File: src/rtl/hdr_stream_merge_if.sv
// One Avalon-ST link: valid/ready handshake plus packet markers and data.
// A beat transfers on a rising edge where valid & ready are both 1. The master holds
// valid, data and markers stable until that edge. Ready may be asserted ahead of valid.
interface hdr_stream_merge_if #(
    parameter int DATA_WIDTH = 16
) ();
    logic                  valid;
    logic                  ready;
    logic [DATA_WIDTH-1:0] data;
    logic                  startofpacket;
    logic                  endofpacket;
    logic                  error;

    // Sinks of the merge stage carry no error flag, so the slave side omits it.
    modport master (output valid, data, startofpacket, endofpacket, error, input ready);
    modport slave  (input  valid, data, startofpacket, endofpacket, output ready);
endinterface

File: src/rtl/hdr_stream_merge.sv
// HDR exposure merge: pairs long (sink 0) and short (sink 1) exposure beats, blends each
// lane in a 3-stage pipeline and buffers results in a credit-protected show-ahead FIFO.
module hdr_stream_merge #(
    parameter  int LANES      = 2,
    parameter  int LANE_W     = 8,
    parameter  int FIFO_DEPTH = 8,
    localparam int DATA_WIDTH = LANES * LANE_W
) (
    input  logic                      clk,
    input  logic                      rst,
    hdr_stream_merge_if.slave         asi_snk_0,
    hdr_stream_merge_if.slave         asi_snk_1,
    hdr_stream_merge_if.master        aso_src,
    output logic [15:0]               frame_cnt_o,
    output logic [7:0]                resync_cnt_o,
    output logic                      dbg_state_o
);
    localparam int AW = $clog2(FIFO_DEPTH);
    localparam int CW = AW + 1;
    localparam int PW = 2 * LANE_W;
    localparam int BW = DATA_WIDTH + 3;

    typedef enum logic {
        ST_ALIGN = 1'b0,
        ST_RUN   = 1'b1
    } state_t;

    state_t r_state;
    state_t w_state_nxt;

    logic [CW-1:0] r_credit;
    logic          w_space;
    logic          w_rdy0;
    logic          w_rdy1;
    logic          w_accept;
    logic          w_sop;
    logic          w_eop;
    logic          w_err;
    logic          w_frame_inc;
    logic          w_resync_inc;
    logic          w_pop;

    logic [15:0]   r_frame_cnt;
    logic [7:0]    r_resync_cnt;

    logic                  r_s1_valid;
    logic [DATA_WIDTH-1:0] r_s1_l;
    logic [DATA_WIDTH-1:0] r_s1_s;
    logic [2:0]            r_s1_mark;
    logic                  r_s2_valid;
    logic [LANES-1:0][PW-1:0] r_s2_pa;
    logic [LANES-1:0][PW-1:0] r_s2_pb;
    logic [2:0]            r_s2_mark;
    logic                  r_s3_valid;
    logic [DATA_WIDTH-1:0] r_s3_data;
    logic [2:0]            r_s3_mark;

    logic [LANES-1:0][PW-1:0] w_pa;
    logic [LANES-1:0][PW-1:0] w_pb;
    logic [DATA_WIDTH-1:0]    w_res;

    logic [BW-1:0] r_mem [FIFO_DEPTH];
    logic [AW-1:0] r_wr_ptr;
    logic [AW-1:0] r_rd_ptr;
    logic [CW-1:0] r_count;
    logic          w_load;
    logic          r_out_valid;
    logic [BW-1:0] r_out_word;

    assign w_space = (r_credit < CW'(FIFO_DEPTH));
    assign w_pop   = r_out_valid & aso_src.ready;

    always_ff @(posedge clk or posedge rst) begin
        if (rst) begin
            r_state <= ST_ALIGN;
        end else begin
            r_state <= w_state_nxt;
        end
    end

    // Marker word for the accepted pair is {error, eop, sop}.
    always_comb begin
        w_rdy0       = 1'b0;
        w_rdy1       = 1'b0;
        w_accept     = 1'b0;
        w_sop        = 1'b0;
        w_eop        = 1'b0;
        w_err        = 1'b0;
        w_frame_inc  = 1'b0;
        w_resync_inc = 1'b0;
        w_state_nxt  = r_state;
        case (r_state)
            ST_ALIGN: begin
                if (asi_snk_0.valid && asi_snk_0.startofpacket &&
                    asi_snk_1.valid && asi_snk_1.startofpacket && w_space) begin
                    w_rdy0   = 1'b1;
                    w_rdy1   = 1'b1;
                    w_accept = 1'b1;
                    w_sop    = 1'b1;
                    w_eop    = asi_snk_0.endofpacket & asi_snk_1.endofpacket;
                    if (asi_snk_0.endofpacket && asi_snk_1.endofpacket) begin
                        w_frame_inc = 1'b1;
                    end else begin
                        w_state_nxt = ST_RUN;
                    end
                end else begin
                    // Non-SOP heads are discarded; SOP heads wait for their partner.
                    w_rdy0 = asi_snk_0.valid & ~asi_snk_0.startofpacket;
                    w_rdy1 = asi_snk_1.valid & ~asi_snk_1.startofpacket;
                end
            end
            ST_RUN: begin
                w_rdy0   = w_space & asi_snk_1.valid;
                w_rdy1   = w_space & asi_snk_0.valid;
                w_accept = w_space & asi_snk_0.valid & asi_snk_1.valid;
                if (w_accept) begin
                    if (asi_snk_0.startofpacket || asi_snk_1.startofpacket ||
                        (asi_snk_0.endofpacket ^ asi_snk_1.endofpacket)) begin
                        w_err        = 1'b1;
                        w_eop        = 1'b1;
                        w_resync_inc = 1'b1;
                        w_state_nxt  = ST_ALIGN;
                    end else if (asi_snk_0.endofpacket && asi_snk_1.endofpacket) begin
                        w_eop       = 1'b1;
                        w_frame_inc = 1'b1;
                        w_state_nxt = ST_ALIGN;
                    end
                end
            end
            default: w_state_nxt = ST_ALIGN;
        endcase
    end

    assign asi_snk_0.ready = w_rdy0 & ~rst;
    assign asi_snk_1.ready = w_rdy1 & ~rst;
    assign dbg_state_o     = (r_state == ST_RUN);
    assign frame_cnt_o     = r_frame_cnt;
    assign resync_cnt_o    = r_resync_cnt;

    always_ff @(posedge clk or posedge rst) begin
        if (rst) begin
            r_credit     <= '0;
            r_frame_cnt  <= '0;
            r_resync_cnt <= '0;
        end else begin
            case ({w_accept, w_pop})
                2'b10:   r_credit <= r_credit + 1'b1;
                2'b01:   r_credit <= r_credit - 1'b1;
                default: r_credit <= r_credit;
            endcase
            if (w_frame_inc) begin
                r_frame_cnt <= r_frame_cnt + 16'd1;
            end
            if (w_resync_inc && (r_resync_cnt != 8'hFF)) begin
                r_resync_cnt <= r_resync_cnt + 8'd1;
            end
        end
    end

    // out = (L*(2^W - L) + S*L) >> W; the sum never exceeds 2W bits.
    for (genvar k = 0; k < LANES; k++) begin : g_lane
        logic [PW-1:0] w_l;
        logic [PW-1:0] w_s;
        logic [PW-1:0] w_inv;
        assign w_l     = {{LANE_W{1'b0}}, r_s1_l[k*LANE_W +: LANE_W]};
        assign w_s     = {{LANE_W{1'b0}}, r_s1_s[k*LANE_W +: LANE_W]};
        assign w_inv   = PW'(1 << LANE_W) - w_l;
        assign w_pa[k] = w_l * w_inv;
        assign w_pb[k] = w_s * w_l;
        assign w_res[k*LANE_W +: LANE_W] = LANE_W'((r_s2_pa[k] + r_s2_pb[k]) >> LANE_W);
    end

    always_ff @(posedge clk or posedge rst) begin
        if (rst) begin
            r_s1_valid <= 1'b0;
            r_s1_l     <= '0;
            r_s1_s     <= '0;
            r_s1_mark  <= '0;
            r_s2_valid <= 1'b0;
            r_s2_pa    <= '0;
            r_s2_pb    <= '0;
            r_s2_mark  <= '0;
            r_s3_valid <= 1'b0;
            r_s3_data  <= '0;
            r_s3_mark  <= '0;
        end else begin
            r_s1_valid <= w_accept;
            if (w_accept) begin
                r_s1_l    <= asi_snk_0.data;
                r_s1_s    <= asi_snk_1.data;
                r_s1_mark <= {w_err, w_eop, w_sop};
            end
            r_s2_valid <= r_s1_valid;
            r_s2_pa    <= w_pa;
            r_s2_pb    <= w_pb;
            r_s2_mark  <= r_s1_mark;
            r_s3_valid <= r_s2_valid;
            r_s3_data  <= w_res;
            r_s3_mark  <= r_s2_mark;
        end
    end

    // Credits bound FIFO plus output register occupancy, so a write always finds room.
    assign w_load = (r_count != '0) && (!r_out_valid || aso_src.ready);

    always_ff @(posedge clk) begin
        if (r_s3_valid) begin
            r_mem[r_wr_ptr] <= {r_s3_mark, r_s3_data};
        end
    end

    always_ff @(posedge clk or posedge rst) begin
        if (rst) begin
            r_wr_ptr    <= '0;
            r_rd_ptr    <= '0;
            r_count     <= '0;
            r_out_valid <= 1'b0;
            r_out_word  <= '0;
        end else begin
            if (r_s3_valid) begin
                r_wr_ptr <= r_wr_ptr + 1'b1;
            end
            if (w_load) begin
                r_rd_ptr <= r_rd_ptr + 1'b1;
            end
            case ({r_s3_valid, w_load})
                2'b10:   r_count <= r_count + 1'b1;
                2'b01:   r_count <= r_count - 1'b1;
                default: r_count <= r_count;
            endcase
            if (w_load) begin
                r_out_valid <= 1'b1;
                r_out_word  <= r_mem[r_rd_ptr];
            end else if (aso_src.ready) begin
                r_out_valid <= 1'b0;
            end
        end
    end

    assign aso_src.valid = r_out_valid;
    assign {aso_src.error, aso_src.endofpacket, aso_src.startofpacket, aso_src.data} = r_out_word;
endmodule
File: src/flat_wrapper.sv
// flat-port wrapper written by rule: the top's interface ports become plain ports
module hdr_stream_merge_flat 
#(
    parameter  int LANES      = 2,
    parameter  int LANE_W     = 8,
    parameter  int FIFO_DEPTH = 8,
    localparam int DATA_WIDTH = LANES * LANE_W
)
  (clk, rst, frame_cnt_o, resync_cnt_o, dbg_state_o, asi_snk_0_valid, asi_snk_0_data, asi_snk_0_startofpacket, asi_snk_0_endofpacket, asi_snk_0_ready, asi_snk_1_valid, asi_snk_1_data, asi_snk_1_startofpacket, asi_snk_1_endofpacket, asi_snk_1_ready, aso_src_valid, aso_src_data, aso_src_startofpacket, aso_src_endofpacket, aso_src_error, aso_src_ready);
  hdr_stream_merge_if asi_snk_0_i ();
  hdr_stream_merge_if asi_snk_1_i ();
  hdr_stream_merge_if aso_src_i ();
  input  logic clk;
  input  logic rst;
  output logic [15:0] frame_cnt_o;
  output logic [7:0] resync_cnt_o;
  output logic dbg_state_o;
  input wire logic [$bits(asi_snk_0_i.valid)-1:0] asi_snk_0_valid;
  input wire logic [$bits(asi_snk_0_i.data)-1:0] asi_snk_0_data;
  input wire logic [$bits(asi_snk_0_i.startofpacket)-1:0] asi_snk_0_startofpacket;
  input wire logic [$bits(asi_snk_0_i.endofpacket)-1:0] asi_snk_0_endofpacket;
  output wire logic [$bits(asi_snk_0_i.ready)-1:0] asi_snk_0_ready;
  input wire logic [$bits(asi_snk_1_i.valid)-1:0] asi_snk_1_valid;
  input wire logic [$bits(asi_snk_1_i.data)-1:0] asi_snk_1_data;
  input wire logic [$bits(asi_snk_1_i.startofpacket)-1:0] asi_snk_1_startofpacket;
  input wire logic [$bits(asi_snk_1_i.endofpacket)-1:0] asi_snk_1_endofpacket;
  output wire logic [$bits(asi_snk_1_i.ready)-1:0] asi_snk_1_ready;
  output wire logic [$bits(aso_src_i.valid)-1:0] aso_src_valid;
  output wire logic [$bits(aso_src_i.data)-1:0] aso_src_data;
  output wire logic [$bits(aso_src_i.startofpacket)-1:0] aso_src_startofpacket;
  output wire logic [$bits(aso_src_i.endofpacket)-1:0] aso_src_endofpacket;
  output wire logic [$bits(aso_src_i.error)-1:0] aso_src_error;
  input wire logic [$bits(aso_src_i.ready)-1:0] aso_src_ready;
  assign asi_snk_0_i.valid = asi_snk_0_valid;
  assign asi_snk_0_i.data = asi_snk_0_data;
  assign asi_snk_0_i.startofpacket = asi_snk_0_startofpacket;
  assign asi_snk_0_i.endofpacket = asi_snk_0_endofpacket;
  assign asi_snk_0_ready = asi_snk_0_i.ready;
  assign asi_snk_1_i.valid = asi_snk_1_valid;
  assign asi_snk_1_i.data = asi_snk_1_data;
  assign asi_snk_1_i.startofpacket = asi_snk_1_startofpacket;
  assign asi_snk_1_i.endofpacket = asi_snk_1_endofpacket;
  assign asi_snk_1_ready = asi_snk_1_i.ready;
  assign aso_src_valid = aso_src_i.valid;
  assign aso_src_data = aso_src_i.data;
  assign aso_src_startofpacket = aso_src_i.startofpacket;
  assign aso_src_endofpacket = aso_src_i.endofpacket;
  assign aso_src_error = aso_src_i.error;
  assign aso_src_i.ready = aso_src_ready;
  hdr_stream_merge #(.LANES(LANES), .LANE_W(LANE_W), .FIFO_DEPTH(FIFO_DEPTH)) u_core (.clk(clk), .rst(rst), .asi_snk_0(asi_snk_0_i), .asi_snk_1(asi_snk_1_i), .aso_src(aso_src_i), .frame_cnt_o(frame_cnt_o), .resync_cnt_o(resync_cnt_o), .dbg_state_o(dbg_state_o));
endmodule
File: config.mk
export PLATFORM = sky130hd
export DESIGN_NAME = hdr_stream_merge_flat
export DESIGN_NICKNAME = d
export VERILOG_FILES = /design/src/rtl/hdr_stream_merge_if.sv /design/src/rtl/hdr_stream_merge.sv /design/src/flat_wrapper.sv
export SDC_FILE = /design/constraint.sdc
export NUM_CORES = 1
export LEC_CHECK = 0
export CORE_MARGIN = 1.5
export CORE_UTILIZATION = 60
export CTS_CLUSTER_SIZE = 14
export DETAILED_ROUTE_END_ITERATION = 8
export DONT_BUFFER_PORTS = 1
export GPL_TIMING_DRIVEN = 0
export PLACE_DENSITY = 0.76
export SYNTH_ARGS = -nofsm -noshare
export SYNTH_HDL_FRONTEND = slang
export SYNTH_SLANG_ARGS = --single-unit
export TNS_END_PERCENT = 50
File: constraint.sdc
create_clock -name clk -period 9.8 [get_ports clk]
set_input_delay 1.47 -clock clk [delete_from_list [all_inputs] [get_ports clk]]
set_output_delay 1.47 -clock clk [all_outputs]
set_load 0.03 [all_outputs]
-- Yosys cells after proc, flatten, opt, wreduce, memory -nomap -nowiden
Memories as Yosys holds them, arrays and structs flattened. A register that Yosys moved wholly into a read port is not among the register bits.
Cells that the tools add are included.
- register bits: 164
- bits in writable memories: 152
- memories kept: 1
- output and inout bits: 47
- memory list (name ; depth ; bits a word ; read ports ; clocked after Yosys merged registers in ; write ports ; line ; text):
    u_core.r_mem ; 8 ; 19 ; 1 ; 1 ; 1 ; hdr_stream_merge.sv:62 ; logic [BW-1:0] r_mem [FIFO_DEPTH];
- add/subtract/negate cells: 12
- bitwise operators: 14
- $lt $le $gt $ge: 1
- equal/unequal tests: 5
- reduce and logical (&&, ||, !) cells: 15
- $mul: 4
- multiplexer cells: 30
- operators by type and width (operator ; count):
    $add A16 B16 Y16 ; 2
    $mul A8 B16 Y16 ; 2
    $mul A8 B8 Y16 ; 2
    $mux W1 ; 22
    $sub A9 B8 Y10 const A ; 2
    $add A16 B1 Y16 const B ; 1
    $pmux W4 S2 ; 2
    $pmux W1 S2 ; 6
    $and A1 B1 Y1 ; 9
    $add A4 B1 Y4 const B ; 2
    $add A8 B1 Y8 const B ; 1
    $ne A8 B8 Y1 const B ; 1
    $sub A4 B1 Y4 const B ; 2
    $logic_and A1 B1 Y1 ; 7
    $add A3 B1 Y3 const B ; 2
    $reduce_bool A2 Y1 ; 3
    $eq A2 B1 Y1 const B ; 2
    $eq A2 B2 Y1 const B ; 2
    $lt A4 B4 Y1 const B ; 1
    $not A1 Y1 ; 4
    $reduce_bool A4 Y1 ; 1
    $logic_or A1 B1 Y1 ; 3
    $logic_not A1 Y1 ; 1
    $xor A1 B1 Y1 ; 1

-- Logic depth before layout (Yosys ltp)
Gate-level depths: netlist of run 1.
- depth in word-level cells: 8
- gate-level depth with buffers: 21

-- Worst setup path after synthesis of run 1
No wires, ideal clock.
- path type: reg-to-reg
- start point: reg u_core.r_s1_l[1]
- end point: reg u_core.r_s2_pa[13] (netlist bit)
- cell stages (with the launch flop): 20
- setup slack: 4393 ps
- period minus slack after synthesis: 5407 ps
- arrival: 5281 ps
- buffers on the path: 1
- library setup time: 126 ps
- cells stage by stage: dfrtp_1 > clkbuf_1 > clkinv_1 > ha_1 > ha_1 > nand2b_1 > fa_1 > fa_1 > inv_1 > fa_1 > inv_1 > fa_1 > inv_1 > ha_1 > o21a_1 > o31a_1 > or4_4 > a31oi_4 > nor4b_1 > a311o_1
- RTL lines (item ; line ; text):
    from (decl) ; hdr_stream_merge.sv:47 ; logic [DATA_WIDTH-1:0] r_s1_l;
    from (signal assigned) ; hdr_stream_merge.sv:189 ; r_s1_l <= asi_snk_0.data;
    to (signal assigned) ; hdr_stream_merge.sv:194 ; r_s2_pa <= w_pa;
    to (decl) ; hdr_stream_merge.sv:51 ; logic [LANES-1:0][PW-1:0] r_s2_pa;

==> flow_metrics.py, run 1 <==
metrics = {
    "place": {
        "gp_congestion": 0.8836,
        "dp_hpwl_mm": 31.58,
        "placed_cells": 2265,
        "place.port_buffers": 0,
    },
    "layout": {
        "layout.cells.most_common_list": "inv_1 (215), ha_1 (200), dfrtp_1 (183)",
        "nets": 2240,
        "antennaDiodeCount": 0,
        "fin_cells": 2333,
        "area_growth_pct": 9.671,
        "final_common_cell": "inv_1",
        "drive_gt1_frac": 0.09241,
    },
    "sta": {
        "fin_crit_sh": 0.6329,
        "rsz0062_at_grt": "no",
        "slew_headroom": 0.4204,
        "worst_pin_slew_ns": 0.8695,
        "finClkSkew_ns": 0.01652,
        "final-setup-viol-count": 0,
        "hold_viol_final": 0,
        "max_freq_mhz": 161.2,
        "finalSetupTns_ns": 0,
        "finalCriticalPeriod_ns": 6.202,
        "drv_slew": 0,
    },
    "route": {
        "wl_per_cell_um": 17.82,
        "drtIter0Drc": 642,
        "viasPerCell": 5.540,
        "firstDrtPassIters": 5,
        "ant_nets": 0,
        "drc": 0,
        "vias": 12920,
        "wirelength_mm": 41.58,
    },
    "critical_path": {
        "cp_top_family": "adder cells",
        "worstPathCellList": "clkbuf_1, clkinv_1, ha_1, ha_1, nand2b_1, fa_1, fa_1, inv_1, fa_1, inv_1, fa_1, inv_1, ha_1, o21a_1, o31a_1, or4_4, a31oi_4, nor4b_1, a311o_1",
        "arrival_ns": 6.61,
        "critical_path_class": "register to register",
        "cp_num_buf_inv": 5,
        "crit_required_ns": 10.21,
        "crit_path_max_incr_delay_ns": 0.54,
        "timing.critical_path.mode_cell": "fa_1",
        "critPathSlowestCell": "fa_1",
        "rr_worst_depth": 19,
        "end_kind": "register",
        "worst-path-stages": 19,
        "worstSetupStartpointType": "register",
        "critPathMaxFanout": 10,
    },
    "clocking": {
        "h-tree-depth": 2,
        "hold_buffers": 0,
        "post_cts_buffers": 0,
        "ctsLongestPathBuffers": 3,
        "post_cts_resized": 0,
        "clock-sinks": 335,
        "numCtsBuffers": 37,
        "clk_pin_slew_ns": 0.06,
        "cts_tree": "yes",
        "clkLatencyLatePin_ns": 0.55,
        "clockRootBuffer": "clkbuf_16",
    },
    "synthesis": {
        "ys_ff_latch": 335,
        "seq_area_frac_synth": 0.4245,
        "yosys.cell_types.count": 67,
        "yosysWarnings": 0,
        "syn_avg_cell_area_um2": 12.07,
        "synthArstFlopShare": 0.5463,
        "synthCells": 1785,
        "synthesis.area_um2": 21540,
        "synth-edff-count": 152,
        "ys.flop_type": "dfrtp_1",
    },
    "floorplanning": {
        "dieHeight_um": 192.5,
        "dieArea_um2": 37050,
        "initial_utilization": 0.6071,
        "die_w_um": 192.5,
        "row_count": 69,
        "ios": 88,
        "core_um2": 35480,
    },
    "min_path": {
        "hp-class": "register to register",
        "hold_depth": 0,
    },
    "global_route": {
        "grt_max_degree": 109,
        "grt_antenna_before_repair": 0,
        "first_global_vias": 13530,
        "grt_use_total": 0.2357,
        "grt_pass1_wl_mm": 67.88,
        "gr-total-overflow": 0,
    },
    "job": {
        "maxCapViolCount": 0,
    },
    "status": {
        "status": "complete, no violations",
    },
}
kinds of logic after synthesis:
| group | synth area share |
|---|---|
| xor gates and xnor gates | 0.03903 |
| AOI/OAI and AO/OA | 0.05047 |
| and+or+nand+nor | 0.1087 |
| adders and majority gates | 0.2611 |
| buffers and inverters | 0.04850 |
| DFF | 0.4245 |
| other | 0.0003486 |
| muxes | 0.06738 |
state kept, by name, indices dropped and copies added, names as in the netlist, 8 cells and up:
signal	count
u_core.frame_cnt_o	16
u_core.r_mem	152
u_core.r_out_word	19
u_core.r_s1_l	16
u_core.r_s1_s	16
u_core.r_s2_pa	32
u_core.r_s2_pb	32
u_core.r_s3_data	16
u_core.resync_cnt_o	8
through the flow:
stage | setup slack, ns | area [um2] | hold WS (ns) | util
after floorplan | 3.358 | 21570 | 0.3312 | -
after global placement | 1.389 | 22150 | 0.3327 | 0.6242
after detailed placement | 3.628 | 22340 | 0.3364 | 0.6297
after CTS | 3.615 | 23630 | 0.3490 | 0.6658
after global routing | 3.298 | 23630 | 0.3620 | 0.6658
final | 3.598 | 23630 | 0.3470 | 0.6658
metal layers:
metal | global-route usage | part of all wire | vias to the layer above
met3 | 0.03346 | 0.042 | 62
met1 | 0.3187 | 0.44 | 6536
met5 | 0 | 0 | -
li1 | - | - | 6095
met2 | 0.3973 | 0.50 | 231
met4 | 0.07215 | 0.021 | 0
worst reg2reg max path: cells and delay by family (launching register included):
| family | cells | cell delay [ns] |
|---|---|---|
| and+or+nand+nor | 3 | 0.72 |
| AOI/OAI and AO/OA | 4 | 0.86 |
| DFF | 1 | 0.39 |
| buffers and inverters | 5 | 0.96 |
| adders and majority gates | 7 | 3.15 |
cells in the mapped netlist, types with 4 or more instances:
library cell,count,area [um2]
a211oi_1,5,37.54
a21o_1,11,82.58
a21oi_1,71,355.3
a31oi_1,5,31.28
and2_1,81,506.7
and3_1,5,31.28
buf_2,10,50.05
clkbuf_1,42,157.7
clkinv_1,4,15.01
dfrtp_1,183,4579
edfxtp_1,152,4564
fa_1,156,3123
ha_1,200,2502
inv_1,216,810.8
mux2_2,32,360.4
mux2i_1,22,220.2
mux4_2,38,855.8
nand2_1,116,435.4
nand2b_1,16,100.1
nand3_1,24,120.1
nand4_1,8,50.05
nor2_1,90,337.8
nor2b_1,68,425.4
nor3_1,12,60.06
nor3b_1,5,37.54
nor4_1,6,37.54
o21a_1,11,82.58
o21ai_0,35,175.2
o31ai_1,7,52.55
or3_1,4,25.02
xnor2_1,70,613.1
xor2_1,26,227.7
worst paths after layout:
path                                        start                      to  slack, ns
worst max-delay path             u_core.r_s1_l[1]      u_core.r_s2_pa[13]       3.60
worst min-delay path            u_core.r_s2_valid       u_core.r_s3_valid       0.35
worst max register to register   u_core.r_s1_l[1]      u_core.r_s2_pa[13]       3.60
worst min register to register  u_core.r_s2_valid       u_core.r_s3_valid       0.35
max in group asynchronous                     rst    u_core.r_out_word[1]       8.08
min in group asynchronous                     rst  u_core.resync_cnt_o[1]       0.82
cell type report:
type	instances	area [um2]
inverter	220	833.3
fill	2556	11860
multi-input combinational	1183	11410
sequential	335	9144
clock inverter	21	286.5
buffer	55	219.0
clock buffer	47	994.7
timing repair buffer	11	162.7
tap	461	576.8
Power of run 1 is left out: the tool's default activity adds up to more than one toggle a clock period on the data nets, which glitch-free logic cannot reach.
==> inputs of run 2 (changes only) <==
Settings changed: CORE_UTILIZATION 60 to 59, PLACE_DENSITY 0.76 to 0.78.
Clock period 9.8 ns to 5.6 ns, I/O delays scaled along.
==> run 2 against run 1 <==
Effect of this change: the flow now finishes with violations (DRC); register-to-register slack worse by 3.4 ns; via count up 0.48%; sequential share of layout area down 0.22 points; global-route usage down 0.13 points; first-iteration DRC count down 5.8%; cell count up 0.30%; non-clock buffer count up 9; die area up 1.7%; highest routed layer is now met5.
==> flow_metrics.py, run 2 (same netlist as run 1, synthesis figures left out) <==
metrics = {
    "floorplanning": {
        "dieHeight_um": 194.1,
        "initial_utilization": 0.6027,
        "die_w_um": 194.1,
        "row_count": 69,
        "ios": 88,
        "core_um2": 35740,
        "dieArea_um2": 37670,
    },
    "sta": {
        "finalCriticalPeriod_ns": 5.429,
        "fin_crit_sh": 0.9695,
        "setup_slack_ns": 0.1706,
        "slew_headroom": 0.3391,
        "timing.hold.ws_ns": 0.2438,
        "finalSetupTns_ns": 0,
        "max_freq_mhz": 184.2,
        "rsz0062_at_grt": "yes",
        "final-setup-viol-count": 0,
        "hold_viol_final": 0,
        "worst_pin_slew_ns": 0.9860,
        "drv_slew": 0,
        "finClkSkew_ns": 0.01846,
    },
    "global_route": {
        "first_global_vias": 13880,
        "grt_use_total": 0.2344,
        "use_met1": 0.3062,
        "gr-usage-met3": 0.04540,
        "grt_pass1_wl_mm": 69.88,
        "grt_max_degree": 36,
        "grt_util_met2": 0.4026,
        "grt_antenna_before_repair": 1,
        "gr-total-overflow": 0,
        "top_usage_layer": "met2",
    },
    "clocking": {
        "clkLatencyLatePin_ns": 0.55,
        "clk_pin_slew_ns": 0.06,
        "hold_buffers": 0,
        "clockRootBuffer": "clkbuf_16",
        "numCtsBuffers": 37,
        "ctsLongestPathBuffers": 3,
        "cts_tree": "yes",
        "clock-sinks": 335,
        "h-tree-depth": 2,
    },
    "critical_path": {
        "critical_path_class": "register to register",
        "rr_worst_depth": 19,
        "critPathMaxFanout": 10,
        "end_kind": "register",
        "worstSetupStartpointType": "register",
        "arrival_ns": 5.83,
        "r2r-end": "u_core.r_s2_pa[13]",
        "reg2reg_slack_ns": 0.17,
        "reg2reg_from": "u_core.r_s1_l[1]",
        "crit_required_ns": 6.00,
    },
    "layout": {
        "final_common_cell": "inv_1",
        "drive_gt1_frac": 0.1091,
        "largest_register": "u_core.r_mem",
        "area_growth_pct": 10.32,
        "nets": 2249,
        "layout.cells.most_common_list": "inv_1 (215), ha_1 (195), dfrtp_1 (181)",
        "fillCellCount": 2664,
        "biggestRegsByFlops": "u_core.r_mem x152, u_core.r_s2_pa x32, u_core.r_s2_pb x32",
        "antennaDiodeCount": 0,
        "largest_reg_flops": 152,
    },
    "route": {
        "wirelength_mm": 42.58,
        "drc": 5,
        "firstDrtPassIters": 7,
        "viasPerCell": 5.550,
        "vias": 12990,
        "wl_per_cell_um": 18.20,
        "ant_nets": 0,
        "drtIter0Drc": 605,
    },
    "job": {
        "maxCapViolCount": 0,
    },
    "status": {
        "violations": "DRC",
        "status": "finished with violations",
    },
    "place": {
        "dp_hpwl_mm": 32.05,
        "place.port_buffers": 0,
        "gp_congestion": 0.8919,
        "dpl_worst_slack_ns": -0.6264,
    },
    "min_path": {
        "hp-class": "primary input to asynchronous set/reset pin",
    },
}
## run 2: layer usage
| metal | up-vias | wire (um) |
|---|---|---|
| li1 | 6124 | - |
| met1 | 6503 | 18300 |
| met2 | 279 | 21080 |
| met3 | 78 | 2245 |
| met4 | 2 | 941 |
| met5 | - | 13 |
## run 2: cell type report
type / count / area, um2 / area share
clock buffer: 46 / 1001 / 0.04212
multi-input combinational: 1183 / 11480 / 0.4830
sequential: 335 / 9146 / 0.3849
buffer: 54 / 226.5 / 0.009529
inverter: 220 / 844.6 / 0.03554
timing repair buffer: 21 / 322.8 / 0.01358
clock inverter: 20 / 168.9 / 0.007108
tap: 461 / 576.8 / 0.02427
## run 2: repair_timing
action,4_1_cts,5_1_grt
pin swaps,1,5
gates resized for setup,11,15
hold endpoints to repair,0,0
endpoints found under the setup margin,9,10
buffers inserted,0,8
## run 2: worst max path at each step
stage | startpoint | to | slack (ns) | depth (start not counted)
3_5_place_dp | u_core.r_s1_l[1] | u_core.r_s2_pa[13] | -0.63 | 19
4_1_cts | u_core.r_s1_l[1] | u_core.r_s2_pa[13] | 0.01 | 19
2_1_floorplan | u_core.r_s1_l[1] | u_core.r_s2_pa[13] | 0.19 | 19
3_3_place_gp | u_core.r_s1_l[1] | u_core.r_s2_pa[13] | -0.49 | 19
5_1_grt | u_core.r_s1_l[10] | u_core.r_s2_pb[31] | -0.04 | 14
6_report | u_core.r_s1_l[1] | u_core.r_s2_pa[13] | 0.17 | 19
## run 2: metrics by stage
step	std cells	area (um2)	util
after floorplan	1793	21580	-
after global placement	2254	22150	0.6198
after detailed placement	2267	22440	0.6278
after CTS	2333	23640	0.6613
after global routing	2340	23770	0.6649
final	2340	23770	0.6649
## run 2: critical path, cell delays in order (launching register included)
cell and delay [ns]:
dfrtp_1 0.40, clkbuf_8 0.18, clkinv_4 0.10, ha_4 0.15, nand2_1 0.07, or3_4 0.35
inv_1 0.11, ha_4 0.22, nor2b_2 0.13, fa_1 0.42, fa_1 0.50, fa_1 0.55
inv_1 0.06, fa_1 0.53, inv_1 0.04, ha_1 0.23, or4_4 0.56, a31oi_4 0.26
nor4b_1 0.10, a311o_1 0.33
Power of run 2 is left out for the same reason.
==> inputs of run 3 (changes only) <==
Settings changed: RECOVER_POWER from default to 100.
==> run 3 against run 2 <==
Effect of this change: the flow finishes with violations (DRC, capacitance limit, slew limit); critical endpoint unchanged; wire length hardly changed; sequential share of layout area grew 0.50 points; die area did not move; sequential cell count unchanged; maximum frequency is 0.32% higher; cell count unchanged.
==> flow_metrics.py, run 3 (same netlist as run 1, synthesis figures left out) <==
metrics = {
    "place": {
        "gp_congestion": 0.8919,
        "dp_hpwl_mm": 32.05,
        "place.port_buffers": 0,
        "dpl_worst_slack_ns": -0.6264,
    },
    "clocking": {
        "clockRootBuffer": "clkbuf_16",
        "cts_tree": "yes",
        "h-tree-depth": 2,
        "numCtsBuffers": 37,
        "clk_pin_slew_ns": 0.06,
        "ctsLongestPathBuffers": 3,
        "clock-sinks": 335,
        "clkLatencyLatePin_ns": 0.55,
    },
    "layout": {
        "final_common_cell": "inv_1",
        "layout.cells.most_common_list": "inv_1 (215), ha_1 (195), dfrtp_1 (182)",
        "final_util": 0.6564,
        "drive_gt1_frac": 0.09101,
        "largest_register": "u_core.r_mem",
        "regArea_um2": 9145,
        "multi_input_area_um2": 11400,
        "area_growth_pct": 8.904,
        "largest_reg_flops": 152,
        "fillCellCount": 2712,
        "nets": 2249,
        "biggestRegsByFlops": "u_core.r_mem x152, u_core.r_s2_pa x32, u_core.r_s2_pb x32",
        "antennaDiodeCount": 0,
    },
    "route": {
        "wirelength_mm": 42.60,
        "dr_wl_met3_mm": 2.122,
        "highest_layer": "met5",
        "ant_nets": 0,
        "viasPerCell": 5.559,
        "wl_per_cell_um": 18.20,
        "dr_wl_met2_mm": 21.01,
        "met1Wirelength_mm": 18.48,
        "vias": 13010,
        "drtIter0Drc": 580,
        "drc": 5,
        "firstDrtPassIters": 7,
    },
    "sta": {
        "rsz0062_at_grt": "yes",
        "slew_headroom": -0.2416,
        "finClkSkew_ns": 0.01826,
        "worst_pin_slew_ns": 1.862,
        "final-setup-viol-count": 0,
        "finalCriticalPeriod_ns": 5.412,
        "hold_viol_final": 0,
        "timing.hold.ws_ns": 0.3438,
        "drv_slew": 122,
        "max_freq_mhz": 184.8,
        "finalSetupTns_ns": 0,
        "setup_slack_ns": 0.1881,
        "fin_crit_sh": 0.9664,
    },
    "critical_path": {
        "reg2reg_from": "u_core.r_s1_l[1]",
        "startpoint": "u_core.r_s1_l[1]",
        "critical_path_class": "register to register",
        "crit_required_ns": 6.00,
        "arrival_ns": 5.82,
        "worstSetupStartpointType": "register",
        "critPathMaxFanout": 10,
        "end_kind": "register",
    },
    "min_path": {
        "hp-class": "register to register",
        "worstHoldStart": "u_core.r_s2_valid",
    },
    "job": {
        "maxCapViolCount": 5,
    },
    "floorplanning": {
        "row_count": 69,
        "ios": 88,
        "die_w_um": 194.1,
        "dieArea_um2": 37670,
        "dieHeight_um": 194.1,
        "initial_utilization": 0.6027,
        "core_um2": 35740,
    },
    "global_route": {
        "grt_antenna_before_repair": 1,
        "gr-total-overflow": 0,
        "grt_use_total": 0.2344,
        "grt_max_degree": 36,
        "first_global_vias": 13880,
        "grt_pass1_wl_mm": 69.88,
    },
    "status": {
        "status": "finished with violations",
        "violations": "DRC, capacitance limit, slew limit",
    },
}
==> run 3: cell count changes in the layout (fill, tap and decap cells not counted), sizes merged <==
cell    change
buf        -20
clkbuf     +20
==> run 3: critical path, stage by stage (launching register included) <==
cell	delay, ns
dfrtp_1	0.40
clkbuf_8	0.18
clkinv_4	0.10
ha_4	0.15
nand2_1	0.07
or3_4	0.35
inv_1	0.11
ha_4	0.22
nor2b_2	0.13
fa_1	0.42
fa_1	0.50
fa_1	0.55
inv_1	0.06
fa_1	0.53
inv_1	0.04
ha_1	0.23
or4_4	0.56
a31oi_4	0.25
nor4b_1	0.09
a311o_1	0.32
==> run 3: through the flow <==
stage	area [um2]	instances
after detailed placement	22440	2267
final	23460	2340
after CTS	23640	2333
after global placement	22150	2254
after global routing	23460	2340
after floorplan	21580	1793
==> run 3: repair_timing <==
item / 4_1_cts / 5_1_grt
gates resized for setup: 11 / 15
endpoints found under the setup margin: 9 / 10
setup buffers: 0 / 8
hold buffers: 0 / 0
pin swaps: 1 / 5
==> run 3: cell type report <==
class | instances | share of cell area
sequential | 335 | 0.3898
inverter | 220 | 0.03589
clock inverter | 20 | 0.007200
buffer | 54 | 0.009333
timing repair buffer | 21 | 0.004587
clock buffer | 46 | 0.04267
multi-input combinational | 1183 | 0.4859
tap | 461 | 0.02459
==> run 3: worst paths after layout <==
path,end,slack (ns),depth (start not counted)
worst max-delay path,u_core.r_s2_pa[13],0.19,19
worst max register to register,u_core.r_s2_pa[13],0.19,19
worst min-delay path,u_core.r_s3_valid,0.34,0
worst min register to register,u_core.r_s3_valid,0.34,0
min in group asynchronous,u_core.resync_cnt_o[2],0.43,1
max in group asynchronous,u_core.r_out_word[4],1.06,4
==> run 3: layer usage <==
layer  track usage  up-vias
met3       0.04540       87
met5             0        -
met4       0.06308        2
met1        0.3062     6531
li1              -     6124
met2        0.4026      265
Power of run 3 is left out for the same reason.
